--- src/rtl/supermic_pkg.sv ---
// Shared definitions for the 16-microphone beam steering path.
package supermic_pkg;

  localparam int NUM_MICS = 16;
  localparam int PCM_W    = 19;
  localparam int DIR_W    = 5;
  localparam int SUM_W    = 23;

  typedef enum logic [2:0] {
    ST_IDLE    = 3'd0,
    ST_SETTLE  = 3'd1,
    ST_ACCUM   = 3'd2,
    ST_COMPARE = 3'd3,
    ST_DONE    = 3'd4
  } scan_state_e;

endpackage

--- src/rtl/beam_adder_tree.sv ---
// Delay-and-sum beam former: registered sum of the 16 delayed channels.
module beam_adder_tree
  import supermic_pkg::*;
(
  input  logic                      clk,
  input  logic                      rst,
  input  logic                      pcm_valid,
  input  logic [NUM_MICS*PCM_W-1:0] pcm_data,
  output logic [SUM_W-1:0]          beam_sum,
  output logic                      beam_valid
);

  logic [SUM_W-1:0] sum_d, sum_q;
  logic             valid_d, valid_q;
  logic [PCM_W-1:0] ch_s;

  // Sign-extend each channel and add; 16 x 19-bit cannot overflow 23 bits.
  always_comb begin
    sum_d   = sum_q;
    valid_d = pcm_valid;
    ch_s    = {PCM_W{1'b0}};
    if (pcm_valid) begin
      sum_d = {SUM_W{1'b0}};
      for (int i = 0; i < NUM_MICS; i++) begin
        ch_s  = pcm_data[i*PCM_W +: PCM_W];
        sum_d = sum_d + {{(SUM_W-PCM_W){ch_s[PCM_W-1]}}, ch_s};
      end
    end else begin
      sum_d = sum_q;
    end
  end

  // Beam sample register and its one-cycle valid strobe.
  always_ff @(posedge clk) begin
    if (rst) begin
      sum_q   <= {SUM_W{1'b0}};
      valid_q <= 1'b0;
    end else begin
      sum_q   <= sum_d;
      valid_q <= valid_d;
    end
  end

  assign beam_sum   = sum_q;
  assign beam_valid = valid_q;

endmodule

--- src/rtl/beam_scan_controller.sv ---
// Sweeps all steering directions, measures beam energy per direction and
// locks the beam onto the most energetic one.
module beam_scan_controller
  import supermic_pkg::*;
#(
  parameter int NUM_DIRS       = 32,
  parameter int SETTLE_SAMPLES = 64,
  parameter int WINDOW_LOG2    = 10,
  parameter int ENERGY_W       = 56
) (
  input  logic                      clk,
  input  logic                      rst,
  input  logic                      pcm_valid,
  input  logic [NUM_MICS*PCM_W-1:0] delayed_pcm_data,
  input  logic                      start,
  input  logic                      continuous,
  output logic [DIR_W-1:0]          delay_select,
  output logic [SUM_W-1:0]          beam_sum,
  output logic                      beam_valid,
  output logic                      busy,
  output logic [DIR_W-1:0]          best_dir,
  output logic [ENERGY_W-1:0]       best_energy,
  output logic                      scan_done
);

  localparam int WINDOW  = 1 << WINDOW_LOG2;
  localparam int CNT_MAX = (WINDOW > SETTLE_SAMPLES) ? WINDOW : SETTLE_SAMPLES;
  localparam int CNT_W   = $clog2(CNT_MAX) + 1;
  localparam int SQ_W    = 2 * SUM_W;
  localparam logic [CNT_W-1:0]    SETTLE_LAST = CNT_W'(SETTLE_SAMPLES - 1);
  localparam logic [CNT_W-1:0]    WINDOW_LAST = CNT_W'(WINDOW - 1);
  localparam logic [DIR_W-1:0]    DIR_LAST    = DIR_W'(NUM_DIRS - 1);
  localparam logic [ENERGY_W-1:0] ENERGY_MAX  = {ENERGY_W{1'b1}};

  scan_state_e         state_d, state_q;
  logic [DIR_W-1:0]    dir_d, dir_q;
  logic [CNT_W-1:0]    cnt_d, cnt_q;
  logic [ENERGY_W-1:0] acc_d, acc_q;
  logic [ENERGY_W-1:0] cand_energy_d, cand_energy_q;
  logic [DIR_W-1:0]    cand_dir_d, cand_dir_q;
  logic [ENERGY_W-1:0] best_energy_d, best_energy_q;
  logic [DIR_W-1:0]    best_dir_d, best_dir_q;
  logic [DIR_W-1:0]    delay_select_d, delay_select_q;
  logic                busy_d, busy_q;
  logic                scan_done_d, scan_done_q;

  logic [SUM_W-1:0]    tree_sum_s;
  logic                tree_valid_s;
  logic [SUM_W-1:0]    mag_s;
  logic [SQ_W-1:0]     sq_s;
  logic [ENERGY_W:0]   acc_sum_s;
  logic [ENERGY_W-1:0] acc_sat_s;
  logic                cand_win_s;
  logic [ENERGY_W-1:0] win_energy_s;
  logic [DIR_W-1:0]    win_dir_s;
  logic                restart_s;

  beam_adder_tree u_tree (
    .clk        (clk),
    .rst        (rst),
    .pcm_valid  (pcm_valid),
    .pcm_data   (delayed_pcm_data),
    .beam_sum   (tree_sum_s),
    .beam_valid (tree_valid_s)
  );

  // Square the beam via its magnitude and add to the window accumulator, saturating.
  always_comb begin
    mag_s     = tree_sum_s[SUM_W-1] ? ((~tree_sum_s) + {{(SUM_W-1){1'b0}}, 1'b1}) : tree_sum_s;
    sq_s      = {{SUM_W{1'b0}}, mag_s} * {{SUM_W{1'b0}}, mag_s};
    acc_sum_s = {1'b0, acc_q} + {{(ENERGY_W+1-SQ_W){1'b0}}, sq_s};
    acc_sat_s = acc_sum_s[ENERGY_W] ? ENERGY_MAX : acc_sum_s[ENERGY_W-1:0];
  end

  // Candidate selection: first direction always wins, later ones only if strictly larger.
  always_comb begin
    cand_win_s = (dir_q == {DIR_W{1'b0}}) || (acc_q > cand_energy_q);
    if (cand_win_s) begin
      win_energy_s = acc_q;
      win_dir_s    = dir_q;
    end else begin
      win_energy_s = cand_energy_q;
      win_dir_s    = cand_dir_q;
    end
  end

  // Scan sequencing: next state, counters and result registers.
  always_comb begin
    state_d        = state_q;
    dir_d          = dir_q;
    cnt_d          = cnt_q;
    acc_d          = acc_q;
    cand_energy_d  = cand_energy_q;
    cand_dir_d     = cand_dir_q;
    best_energy_d  = best_energy_q;
    best_dir_d     = best_dir_q;
    delay_select_d = delay_select_q;
    busy_d         = busy_q;
    scan_done_d    = 1'b0;
    restart_s      = 1'b0;

    case (state_q)
      ST_IDLE: begin
        if (start) begin
          restart_s = 1'b1;
        end else begin
          delay_select_d = best_dir_q;
        end
      end
      ST_SETTLE: begin
        if (tree_valid_s) begin
          if (cnt_q == SETTLE_LAST) begin
            cnt_d   = {CNT_W{1'b0}};
            acc_d   = {ENERGY_W{1'b0}};
            state_d = ST_ACCUM;
          end else begin
            cnt_d = cnt_q + {{(CNT_W-1){1'b0}}, 1'b1};
          end
        end else begin
          cnt_d = cnt_q;
        end
      end
      ST_ACCUM: begin
        if (tree_valid_s) begin
          acc_d = acc_sat_s;
          if (cnt_q == WINDOW_LAST) begin
            cnt_d   = {CNT_W{1'b0}};
            state_d = ST_COMPARE;
          end else begin
            cnt_d = cnt_q + {{(CNT_W-1){1'b0}}, 1'b1};
          end
        end else begin
          acc_d = acc_q;
        end
      end
      ST_COMPARE: begin
        cand_energy_d = win_energy_s;
        cand_dir_d    = win_dir_s;
        if (dir_q == DIR_LAST) begin
          best_energy_d = win_energy_s;
          best_dir_d    = win_dir_s;
          scan_done_d   = 1'b1;
          state_d       = ST_DONE;
        end else begin
          dir_d          = dir_q + {{(DIR_W-1){1'b0}}, 1'b1};
          delay_select_d = dir_q + {{(DIR_W-1){1'b0}}, 1'b1};
          cnt_d          = {CNT_W{1'b0}};
          state_d        = ST_SETTLE;
        end
      end
      ST_DONE: begin
        if (continuous || start) begin
          restart_s = 1'b1;
        end else begin
          busy_d         = 1'b0;
          delay_select_d = best_dir_q;
          state_d        = ST_IDLE;
        end
      end
      default: begin
        state_d = ST_IDLE;
      end
    endcase

    if (restart_s) begin
      dir_d          = {DIR_W{1'b0}};
      delay_select_d = {DIR_W{1'b0}};
      acc_d          = {ENERGY_W{1'b0}};
      cnt_d          = {CNT_W{1'b0}};
      cand_energy_d  = {ENERGY_W{1'b0}};
      cand_dir_d     = {DIR_W{1'b0}};
      busy_d         = 1'b1;
      state_d        = ST_SETTLE;
    end else begin
      busy_d = busy_d;
    end
  end

  // Controller state registers; reset aborts any scan and clears the result.
  always_ff @(posedge clk) begin
    if (rst) begin
      state_q        <= ST_IDLE;
      dir_q          <= {DIR_W{1'b0}};
      cnt_q          <= {CNT_W{1'b0}};
      acc_q          <= {ENERGY_W{1'b0}};
      cand_energy_q  <= {ENERGY_W{1'b0}};
      cand_dir_q     <= {DIR_W{1'b0}};
      best_energy_q  <= {ENERGY_W{1'b0}};
      best_dir_q     <= {DIR_W{1'b0}};
      delay_select_q <= {DIR_W{1'b0}};
      busy_q         <= 1'b0;
      scan_done_q    <= 1'b0;
    end else begin
      state_q        <= state_d;
      dir_q          <= dir_d;
      cnt_q          <= cnt_d;
      acc_q          <= acc_d;
      cand_energy_q  <= cand_energy_d;
      cand_dir_q     <= cand_dir_d;
      best_energy_q  <= best_energy_d;
      best_dir_q     <= best_dir_d;
      delay_select_q <= delay_select_d;
      busy_q         <= busy_d;
      scan_done_q    <= scan_done_d;
    end
  end

  assign delay_select = delay_select_q;
  assign beam_sum     = tree_sum_s;
  assign beam_valid   = tree_valid_s;
  assign busy         = busy_q;
  assign best_dir     = best_dir_q;
  assign best_energy  = best_energy_q;
  assign scan_done    = scan_done_q;

endmodule

--- config.mk ---
export PLATFORM = sky130hd
export DESIGN_NAME = beam_scan_controller
export DESIGN_NICKNAME = d
export VERILOG_FILES = /design/src/rtl/supermic_pkg.sv /design/src/rtl/beam_adder_tree.sv /design/src/rtl/beam_scan_controller.sv
export SDC_FILE = /design/constraint.sdc
export NUM_CORES = 2
export LEC_CHECK = 0
export CAP_MARGIN = 0
export CORE_UTILIZATION = 59
export CTS_BUF_LIST = sky130_fd_sc_hd__clkbuf_16
export CTS_CLUSTER_DIAMETER = 60
export DETAILED_ROUTE_END_ITERATION = 8
export PLACE_DENSITY = 0.83
export SLEW_MARGIN = 20
export SYNTH_ARGS = -nofsm -noshare
export SYNTH_HDL_FRONTEND = slang
export SYNTH_SLANG_ARGS = --single-unit
export TNS_END_PERCENT = 5
--- constraint.sdc ---
create_clock -name clk -period 10.06 [get_ports clk]
set_clock_uncertainty 0.15 [all_clocks]
set_input_delay 2.012 -clock clk [delete_from_list [all_inputs] [get_ports clk]]
set_output_delay 2.012 -clock clk [all_outputs]
set_load 0.01 [all_outputs]
# Word level (Yosys, flattened, before mapping)
# Cells that the tools add are included.
dict set report word_totals {
  register_bits 228
  latch_bits 0
  ramBits 0
  mem_bits_ro 0
  input_bits 309
  elab_cells 111
  n_memories 0
}
dict set report op_classes {
  n_addsub 19
  mul 1
  div 0
  order_cmp 1
  n_eq_ne 21
  shifts 0
  mux 33
  bitwise 4
  n_reduce_logical 18
}
# op count
set op_table {}
lappend op_table {{$add A23 B23 Y23} 14}
lappend op_table {{$mux W56} 5}
lappend op_table {{$pmux W56 S2} 1}
lappend op_table {{$add A56 B46 Y57} 1}
lappend op_table {{$gt A56 B56 Y1} 1}
lappend op_table {{$mux W11} 5}
lappend op_table {{$mul A23 B23 Y46} 1}
lappend op_table {{$pmux W11 S3} 1}
lappend op_table {{$add A23 B1 Y23 const B} 1}
lappend op_table {{$mux W23} 1}
lappend op_table {{$not A23 Y23} 1}
lappend op_table {{$add A19 B19 Y20} 1}
lappend op_table {{$mux W5} 4}
lappend op_table {{$mux W3} 6}
lappend op_table {{$pmux W3 S5} 1}
lappend op_table {{$pmux W5 S3} 1}
lappend op_table {{$ne A2 B2 Y1 const B} 7}
lappend op_table {{$reduce_and A4 Y1} 3}
lappend op_table {{$reduce_and A6 Y1} 2}
lappend op_table {{$add A11 B1 Y11 const B} 1}
lappend op_table {{$eq A11 B10 Y1 const B} 1}
lappend op_table {{$eq A11 B6 Y1 const B} 1}
lappend op_table {{$ne A3 B3 Y1 const B} 3}
lappend op_table {{$mux W1} 7}
lappend op_table {{other kinds (16)} 27}

# Depth between registers and ports, before layout
dict set report depth {
  depth_word 15
  mapped_depth 37
  ltp_nobuf 32
}

# Modules after synthesis
# A second synthesis with hierarchy kept.
dict set report unflattened {
  cells_unflattened 4078
  hier_area_um2 35853.1
}
# module instances cells_each area_each_um2
set modules_own_cells {}
lappend modules_own_cells {beam_scan_controller 1 3142 26714.4}
lappend modules_own_cells {beam_adder_tree 1 936 9138.8}

# Worst setup path after synthesis
# Ideal clock, no wire load.
dict set report synth_timing {
  path_type {register to register}
  from {register u_tree.sum_q[0] (netlist: u_tree.beam_sum[0])}
  to {register acc_q[55]}
  t_arrival_ns 8.769
  t_required_ns 9.788
  setup_slack_ns 1.019
  path_stages_with_launch 33
  period_less_slack_ns 9.041
  path_cell_list {dfxtp_1 clkbuf_1 inv_1 clkbuf_1 ha_1 nand3_1 or4_4 o41a_1 xnor2_4 inv_2 buf_4 nand2_1 fa_1 inv_1 fa_1 fa_1 fa_1 fa_1 fa_1 inv_1 fa_1 inv_1 ha_1 a21o_1 a21oi_1 o211ai_1 a31o_2 a31o_2 a31oi_1 o31ai_1 buf_2 o21bai_1 a221o_1}
}
dict set report synth_between {
  elab_chain_cells 8
}
# item line_no
set synth_rtl {}
lappend synth_rtl {{start, declared} beam_adder_tree.sv:13} ;# logic [SUM_W-1:0] sum_d, sum_q;
lappend synth_rtl {{start signal, assigned} beam_adder_tree.sv:36} ;# sum_q <= {SUM_W{1'b0}};
lappend synth_rtl {{start signal, assigned} beam_adder_tree.sv:39} ;# sum_q <= sum_d;
lappend synth_rtl {{$not A23 Y23} beam_scan_controller.sv:69} ;# mag_s = tree_sum_s[SUM_W-1] ? ((~tree_sum_s) + {{(SUM_W-1){1'b0}}, 1'b1}) : tree_sum_s;
lappend synth_rtl {{$add A23 B1 Y23} beam_scan_controller.sv:69}
lappend synth_rtl {{$mux W23 *} beam_scan_controller.sv:69}
lappend synth_rtl {{$mul A23 B23 Y46 *} beam_scan_controller.sv:70} ;# sq_s = {{SUM_W{1'b0}}, mag_s} * {{SUM_W{1'b0}}, mag_s};
lappend synth_rtl {{$add A56 B46 Y57 *} beam_scan_controller.sv:71} ;# acc_sum_s = {1'b0, acc_q} + {{(ENERGY_W+1-SQ_W){1'b0}}, sq_s};
lappend synth_rtl {{$mux W56 *} beam_scan_controller.sv:72} ;# acc_sat_s = acc_sum_s[ENERGY_W] ? ENERGY_MAX : acc_sum_s[ENERGY_W-1:0];
lappend synth_rtl {{$mux W56 *} beam_scan_controller.sv:124} ;# if (tree_valid_s) begin
lappend synth_rtl {{$pmux W56 S2 *} beam_scan_controller.sv:102} ;# case (state_q)
lappend synth_rtl {{end signal, assigned} beam_scan_controller.sv:185} ;# acc_q <= {ENERGY_W{1'b0}};
lappend synth_rtl {{end, declared} beam_scan_controller.sv:38} ;# logic [ENERGY_W-1:0] acc_d, acc_q;
# Every way passes the cells marked *; elsewhere a longest branch is shown, timed or not. The select of a mux whose other input is x is not followed.
# A chain may end at the register's enable or synchronous reset.

# Worst setup path in the final report
dict set report layout_timing {
  from {register u_tree.sum_q[2] (netlist: u_tree.beam_sum[2])}
  to {register acc_q[51]}
}
# Same word-level chain as after synthesis.

==> results.json <==
{
  "die_w_um": 248,
  "placedCellCount": 5163,
  "synth_area_leaders": "fa_1, dfxtp_1, inv_1",
  "critical_path_buf_inv_count": 9,
  "cts_buffers": 27,
  "wl_um": 100000,
  "grt.overflow.total": 0,
  "cap_violations": 0,
  "min_to": "cand_dir_q[0]",
  "post-route-period-util_pct": 95.4,
  "final_common_cell": "inv_1",
  "post-cts-setup-buffers": 0,
  "avgSynthCellArea_um2": 8.83,
  "ctsHoldBuffers": 0,
  "layout.nets": 5697,
  "tightest_slew_ns": 1.06,
  "yosysSeqAreaShare_pct": 12.8,
  "slew_violations": 0,
  "cp.arrival_ns": 9.92,
  "grt.total_usage_pct": 34.2,
  "hold_depth": 2,
  "gp_congestion": 0.973,
  "dr.pass1.iters": 7,
  "pin_count": 401,
  "wl_per_cell_um": 19.3,
  "r2r_slack_ns": 0.47,
  "antenna_found_initial": 5,
  "r2r-end": "acc_q[51]",
  "slowest_stage": "fa_1",
  "synth_cells": 4051,
  "fin_cells": 5212,
  "port_buffers": 400,
  "ant_nets": 0,
  "setup_violations": 0,
  "final_util_pct": 70.1,
  "layout_common_cells": "inv_1, fa_1, nand2_1",
  "multi_input_area_um2": 27000,
  "synthesis.area_um2": 35800,
  "synth_top_area_share_pct": 38.8,
  "clock_latency_ns": 0.56,
  "ys_warn_count": 0,
  "path_delay_family": "adder cells",
  "seq_area_um2": 4560,
  "period_minus_slack_ns": 9.59,
  "die_y_um": 248,
  "path_class": "reg2reg",
  "crit_path_start_kind": "flop",
  "cts.sinks": 228,
  "rr_worst_depth": 33,
  "h-tree-depth": 1,
  "row_count": 89,
  "synth.distinct_cells": 82,
  "clockRootBuffer": "clkbuf_16",
  "tns_ns": 0,
  "dp_hpwl_um": 83500,
  "slew_headroom_pct": 29.4,
  "hold_path.class": "reg2reg",
  "drc": 0,
  "slowest_delay_ns": 0.58,
  "yosys_register_bits": 228,
  "rsz0062_at_grt": "false",
  "coreArea_um2": 59500,
  "layout-drive-gt1-share_pct": 3.20,
  "synth_edf_count": 0,
  "status": "finished, final reports clean",
  "cpMostUsedCell": "fa_1",
  "design.die.area_um2": 61600,
  "required_ns": 10.39,
  "fmax_ghz": 0.104,
  "cp_max_fo": 9,
  "vias": 28919,
  "area_growth_pct": 16.5,
  "holdCritStartpoint": "cand_dir_q[0]",
  "final-hold-violation-count": 0,
  "ys.flop_type": "dfxtp_1",
  "grt_first_pass_wirelength_um": 162000,
  "grt_pass1_vias": 30348,
  "ys_async_sr_fraction_pct": 0,
  "synth_top_cell_by_area": "fa_1",
  "path_clk_slew_ns": 0.06,
  "clockBufferDepth": 3,
  "cts_tree": "built",
  "critPathCaptureType": "flop",
  "r2r-start": "u_tree.beam_sum[2]",
  "nFillCells": 4566,
  "start_util_pct": 60.1,
  "grt_max_degree": 96,
  "routed_via_density": 5.55,
  "drt_iter0_drc": 2064
}
## final cells by class
| class | count | area share, % |
|---|---|---|
| diodes | 3 | 0.0180 |
| clock buffers | 27 | 1.62 |
| clock inverters | 19 | 0.450 |
| inverters | 1020 | 9.19 |
| multi-input cells | 2680 | 64.7 |
| flip-flops and latches | 228 | 11.0 |
| well taps | 773 | 2.32 |
| repair buffers | 462 | 10.8 |
## synthesized netlist by cell type (33+ instances only)
master,n
nor2_1,258
nand2_1,445
nand3_1,33
dfxtp_1,228
mux2i_1,78
inv_1,1007
fa_1,693
o21ai_0,210
xnor2_1,55
a21oi_1,125
clkbuf_1,116
a21o_1,56
a311oi_1,59
ha_1,276
xor2_1,57
## repair_timing
item / 4_1_cts / 5_1_grt
endpoints found under the setup margin: 0 / 7
resized for setup: 0 / 3
endpoints found under the hold margin: 0 / 0
## registers in the layout, summed over array words and instances, names as in the netlist
name / cells
state_q: 3
scan_done: 1
cand_dir_q: 5
delay_select: 5
cnt_q: 11
acc_q: 56
dir_q: 5
busy: 1
cand_energy_q: 56
u_tree.beam_sum: 23
best_dir: 5
best_energy: 56
u_tree.beam_valid: 1
## per-layer routing
metal	wire (um)	track usage, %
met1	39600	44.2
met2	47200	55.8
met3	10200	9.37
met4	3500	10.6
met5	13	0
## tightest hold or removal path: stages, from the launching register on
cell and delay [ns]:
dfxtp_1 0.31, nand2_1 0.05, mux2i_1 0.06
## logic make-up after synthesis
kind of cell | synth area share, %
and+or+nand+nor | 10.9
adders and majority gates | 48.4
buffers and inverters | 12.3
AOI/OAI and AO/OA | 10.6
other | 0.0210
muxes | 2.18
xor gates and xnor gates | 2.87
DFF | 12.8
## metrics by stage
step	worst slack (ns)	cell area, um2	hold slack, ns
after floorplan	1.02	35800	0.288
after global placement	0.309	40800	0.295
after global routing	0.0144	41700	0.337
after detailed placement	0.0887	40800	0.308
final	0.466	41700	0.312
after CTS	0.474	41700	0.317
## how the worst max path moves through the flow
stage	startpoint	end	slack, ns	cells past startpoint
floorplan	u_tree.beam_sum[0]	acc_q[55]	1.02	32
global placement	delayed_pcm_data[20]	u_tree.beam_sum[19]	0.31	27
detailed placement	delayed_pcm_data[0]	u_tree.beam_sum[19]	0.09	31
CTS	u_tree.beam_sum[2]	acc_q[50]	0.47	32
global route	u_tree.beam_sum[2]	acc_q[55]	0.01	30
finish	u_tree.beam_sum[2]	acc_q[51]	0.47	33
Power is not shown: default switching activity piles up to over one toggle a cycle in this logic, so the estimate is an artifact.
